[config.mk]
export PLATFORM = sky130hd
export DESIGN_NAME = sr_pulse_driver
export DESIGN_NICKNAME = d
export VERILOG_FILES = /design/src/rtl/sr_pulse_driver.sv
export SDC_FILE = /design/constraint.sdc
export NUM_CORES = 1
export LEC_CHECK = 0
export BUFFER_PORTS_ARGS = -buffer_cell sky130_fd_sc_hd__buf_2
export CAP_MARGIN = 10
export CORE_MARGIN = 8
export CORE_UTILIZATION = 45
export CTS_CLUSTER_SIZE = 24
export DETAILED_ROUTE_END_ITERATION = 7
export GPL_ROUTABILITY_DRIVEN = 0
export PLACE_DENSITY_LB_ADDON = 0.2
export SYNTH_ARGS = -nofsm -noshare
export SYNTH_HDL_FRONTEND = slang
export SYNTH_SLANG_ARGS = --single-unit
export TNS_END_PERCENT = 50
[constraint.sdc]
create_clock -name clk -period 2.7 [get_ports clk]
set_clock_uncertainty 0.15 [all_clocks]
set_input_delay 0.54 -clock clk [delete_from_list [all_inputs] [get_ports clk]]
set_output_delay 0.54 -clock clk [all_outputs]
set_load 0.03 [all_outputs]
[src/rtl/sr_pulse_driver.sv]
// Command-side driver for an SR flip-flop: takes set/clear requests, drives an
// exclusive s or r pulse, waits a settle gap, then reads q back and reports.
module sr_pulse_driver #(
  parameter int PULSE_W = 2,
  parameter int CNT_W   = 8
) (
  input  logic             clk,
  input  logic             rst,
  input  logic             req_valid,
  output logic             req_ready,
  input  logic             req_val,
  input  logic [7:0]       req_gap,
  input  logic             q_fb,
  output logic             s,
  output logic             r,
  output logic             done,
  output logic             mismatch,
  output logic [CNT_W-1:0] err_cnt,
  output logic [1:0]       fsm_state
);

  localparam int PCW = (PULSE_W > 1) ? $clog2(PULSE_W) : 1;
  localparam logic [PCW-1:0]   PCNT_LOAD = PCW'(PULSE_W - 1);
  localparam logic [PCW-1:0]   PCNT_ONE  = PCW'(1);
  localparam logic [CNT_W-1:0] ERR_MAX   = '1;
  localparam logic [CNT_W-1:0] ERR_ONE   = CNT_W'(1);

  typedef enum logic [1:0] {
    IDLE   = 2'd0,
    PULSE  = 2'd1,
    SETTLE = 2'd2,
    CHECK  = 2'd3
  } state_t;

  state_t           state, state_nx;
  logic [PCW-1:0]   pcnt, pcnt_nx;
  logic [7:0]       gap_q, gap_nx;
  logic             val_q, val_nx;
  logic             s_nx, r_nx, done_nx, mm_nx;
  logic [CNT_W-1:0] err_nx;

  // Handshake: a request transfers on any posedge where req_valid & req_ready
  // and rst is low; req_valid may stay high, nothing is taken outside IDLE.
  assign req_ready = (state == IDLE);
  assign fsm_state = state;

  always_comb begin
    state_nx = state;
    pcnt_nx  = pcnt;
    gap_nx   = gap_q;
    val_nx   = val_q;
    s_nx     = s;
    r_nx     = r;
    done_nx  = 1'b0;
    mm_nx    = 1'b0;
    err_nx   = err_cnt;
    case (state)
      IDLE: begin
        if (req_valid) begin
          val_nx   = req_val;
          gap_nx   = req_gap;
          pcnt_nx  = PCNT_LOAD;
          s_nx     = req_val;
          r_nx     = ~req_val;
          state_nx = PULSE;
        end
      end
      PULSE: begin
        if (pcnt == '0) begin
          s_nx     = 1'b0;
          r_nx     = 1'b0;
          state_nx = (gap_q != 8'd0) ? SETTLE : CHECK;
        end else begin
          pcnt_nx = pcnt - PCNT_ONE;
        end
      end
      SETTLE: begin
        s_nx   = 1'b0;
        r_nx   = 1'b0;
        gap_nx = gap_q - 8'd1;
        if (gap_q == 8'd1) state_nx = CHECK;
      end
      CHECK: begin
        s_nx     = 1'b0;
        r_nx     = 1'b0;
        done_nx  = 1'b1;
        mm_nx    = (q_fb != val_q);
        if ((q_fb != val_q) && (err_cnt != ERR_MAX)) err_nx = err_cnt + ERR_ONE;
        state_nx = IDLE;
      end
      default: begin
        s_nx     = 1'b0;
        r_nx     = 1'b0;
        state_nx = IDLE;
      end
    endcase
  end

  always_ff @(posedge clk) begin
    if (rst) begin
      state    <= IDLE;
      pcnt     <= '0;
      gap_q    <= '0;
      val_q    <= 1'b0;
      s        <= 1'b0;
      r        <= 1'b0;
      done     <= 1'b0;
      mismatch <= 1'b0;
      err_cnt  <= '0;
    end else begin
      state    <= state_nx;
      pcnt     <= pcnt_nx;
      gap_q    <= gap_nx;
      val_q    <= val_nx;
      s        <= s_nx;
      r        <= r_nx;
      done     <= done_nx;
      mismatch <= mm_nx;
      err_cnt  <= err_nx;
    end
  end

endmodule

==> impl_summary.md <==
Die
The total die area is 4876 µm². The row count is 19. For this configuration, the core starts out at a cell density of 47.28%. The number of primary I/O pins is 28.

The core area is 2758 µm². In this run the horizontal extent of the chip is 69.83 µm. The die boundary height is 69.83 µm.

Place
The placed instances occupy a cell area of 1458 µm². During placement, the flow inserted port buffers numbering 27. The post-placement cell count is 210. The worst-case setup slack after placement is 474.3 ps. After legalization and detailed placement, the total HPWL measured 2339 µm.

Global route
Entering global routing, the biggest net connects 27 pins. Global routing used 12.30% of the available tracks across all layers. The first global-routing pass estimated 5223 µm of wire.

The number of global-route vias before repair is 1239. The global-route congestion overflow total is 0. The initial antenna violation count is 0.

Route
The final routed DRC violation total is 0. In the routed layout, each cell is associated on average with a via count of 5.756. Dividing the detail-routed wire length by the instance count gives 14.11 µm. Summed over all nets, wire length on met3 after detailed routing comes to 136 µm. The uppermost layer routed is met4.

The detailed router put a total of 1258 µm of wire on met1. The number of vias in the routed layout is 1226. The routed design has 3006 µm of wire. The number of nets still failing antenna checks after routing is 0. The length of routed met2 wiring is 1576 µm. The iteration count of the initial detailed-routing pass is 4. The violation count after the first detailed-routing iteration is 60.

STA
After routing, the total negative slack on setup checks comes to 0 ps. Counting I/O delays and the setup requirement, the final critical path takes 2274 ps. Setup repair after global routing left no endpoint under its margin.

Derived from the worst setup path, the maximum achievable clock frequency is 0.4398 GHz. The normalized max-slew margin is 49.15%. After layout, the worst path uses 84.21% of the clock period.

The total count of max-transition violations in the final report is 0. Setup violations remaining at the end of the flow were counted as 0. The final hold violation count was 0. The least setup slack across all paths after layout is 426.3 ps. On the final layout, the worst hold slack is 311.8 ps. For the pin with the worst max-slew slack, the measured transition is 741.6 ps.

Final layout
The number of filler instances in the final layout is 286. In the final layout, the share of cells above drive strength 1 is 19.23%. Once layout is complete, the utilization of the core stands at 53.68%. 0 antenna diodes ended up in the layout. In the layout the commonest cells are 27 x sky130_fd_sc_hd__buf_2, 24 x sky130_fd_sc_hd__dfxtp_1, 17 x sky130_fd_sc_hd__a21oi_1, 17 x sky130_fd_sc_hd__nor2_1, 16 x sky130_fd_sc_hd__nand2_1. The synthesis-to-finish area growth is 13.53%. The finished cells cover 1480 µm².

The final instance count without filler cells is 213. The leading cell type in the layout, fill and taps excluded is sky130_fd_sc_hd__buf_2. In the final design database the tool counted 206 nets.

Worst setup path
The critical path goes through inv_1, ha_1, inv_1, o21ai_1, o21ai_0, a221oi_1. At the worst endpoint, the required time is 2770 ps. Grouping stages by cell kind, the critical path spends the most delay in compound AO/OA/AOI/OAI gates. The number of buffers and inverters on the critical path is 2. The critical path class is reg2reg.

The standard cell with the maximum stage delay on the critical path is sky130_fd_sc_hd__o21ai_1. The worst setup path is captured at a flop. The critical path launch point type is a flop. The delay contributed by the slowest stage of the critical path is 420 ps. The maximum net fanout on the critical path is 12. In this design, the critical path's most frequently occurring cell is sky130_fd_sc_hd__inv_1. Data arrives at the worst endpoint at 2340 ps.

Logic synthesis
The post-synthesis async set-or-reset flop share is 0%. The Yosys step of the flow raised 0 warnings. Synthesis handed over a netlist of 157 instances.

The average cell area after synthesis is 8.304 µm². The share of the Yosys chip area taken by registers is 36.85%. The commonest register cell after synthesis is sky130_fd_sc_hd__dfxtp_1.

The number of enable flip-flop cells after synthesis is 0. The synthesized cell area is 1304 µm². Yosys mapped the design onto 40 distinct sky130hd cell types. The synthesized design contains 24 register bits. Synthesis produced a netlist with a net count of 179.

Clock tree
Clock tree synthesis inserted a total of 3 buffers. The CTS tree is done. The number of buffers added to fix hold violations after cts is 0.

The clock-pin slew reported for the worst setup and hold paths after clock tree synthesis is 120 ps. The clock net in this run drives a total of 24 sinks. In this run the number of H-tree levels came out at 1.

The number of instances resized during post-cts repair is 0. The cell at the root of the clock tree is sky130_fd_sc_hd__clkbuf_4. The number of setup buffers added after CTS is 0. The insertion delay to the later sink of the worst-skew pair is 300 ps. The clock tree buffer depth is 2.

Status
The flow ran to the end, and the final reports show no timing, DRC or antenna violations.

Power and ir drop
Power spread over the standard cell area amounts to 790.7 nW/µm². The analysis attributes to cell leakage a power of 0.6311 nW. The worst vdd rail ir drop is 0.4779 mV. Total power for the finished layout comes to 1.170 mW.

Job
Across the run, the number of max-cap violations was 0.

Hold path
The path type of the worst min-delay path is reg2reg.
[cells in the mapped netlist, types with 2 or more instances]
cell type                    n  area [µm²]
sky130_fd_sc_hd__a31oi_1     3       18.77
sky130_fd_sc_hd__a21oi_1    17       85.08
sky130_fd_sc_hd__nand2_1    16       60.06
sky130_fd_sc_hd__or4_1       2       15.01
sky130_fd_sc_hd__nand2b_1    3       18.77
sky130_fd_sc_hd__clkbuf_1    4       15.01
sky130_fd_sc_hd__nand4_1     3       18.77
sky130_fd_sc_hd__nand3_1     5       25.02
sky130_fd_sc_hd__a211oi_1    2       15.01
sky130_fd_sc_hd__nor2b_1     4       25.02
sky130_fd_sc_hd__nor2_1     17       63.81
sky130_fd_sc_hd__ha_1        9       112.6
sky130_fd_sc_hd__mux2i_1     3       30.03
sky130_fd_sc_hd__o2111ai_1   2       17.52
sky130_fd_sc_hd__o31ai_1     3       22.52
sky130_fd_sc_hd__xor2_1      3       26.28
sky130_fd_sc_hd__a21o_1      3       22.52
sky130_fd_sc_hd__o21ai_0     7       35.03
sky130_fd_sc_hd__nor3_1      2       10.01
sky130_fd_sc_hd__inv_1       6       22.52
sky130_fd_sc_hd__dfxtp_1    24       480.5
[path summary, 6_finish.rpt]
kind | start | to | slack [ps] | depth (start not counted)
max | fsm_state[0] | gap_q[0] | 430 | 6
min | r | r | 310 | 2
max reg2reg | fsm_state[0] | gap_q[0] | 430 | 6
min reg2reg | r | r | 310 | 2
[worst register-to-register path, cell delays in order (launching register included)]
cell and delay, ps:
sky130_fd_sc_hd__dfxtp_1 360, sky130_fd_sc_hd__inv_1 140, sky130_fd_sc_hd__ha_1 400, sky130_fd_sc_hd__inv_1 260, sky130_fd_sc_hd__o21ai_1 420, sky130_fd_sc_hd__o21ai_0 160, sky130_fd_sc_hd__a221oi_1 290
[cells by family after synthesis]
kind of cell	synth area share, %
flip-flops	36.85
AND/OR/NAND/NOR	22.84
adder cells (fa/ha/maj)	8.637
AO/OA/AOI/OAI	22.84
buffers and inverters	3.262
multiplexers	2.303
XOR/XNOR	3.264
[per-layer routing]
layer,vias up,global-route usage [%]
met3,4,2.718
li1,615,-
met1,574,12.98
met4,0,4.911
met2,33,22.74
met5,-,0
[sequential cells by signal, summed over array words and instances, names as in the netlist]
signal,count
err_cnt,8
mismatch,1
val_q,1
fsm_state,2
gap_q,8
s,1
pcnt,1
r,1
done,1
[where the power goes]
group	switching, mW	total (mW)	internal, mW	leakage, nW
clock network	0.0998	0.152	0.0520	0.0138
logic	0.337	0.524	0.188	0.421
registers	0.0711	0.494	0.423	0.196
[area by class of cell]
| class | count | area (µm²) | area share (%) |
|---|---|---|---|
| Sequential cell | 24 | 480.5 | 32.46 |
| Tap cell | 31 | 38.79 | 2.620 |
| Clock buffer | 3 | 22.52 | 1.522 |
| Multi-Input combinational cell | 122 | 780.7 | 52.75 |
| Timing Repair Buffer | 27 | 135.1 | 9.129 |
| Inverter | 6 | 22.52 | 1.522 |
Power figures use the tool's default switching activity.
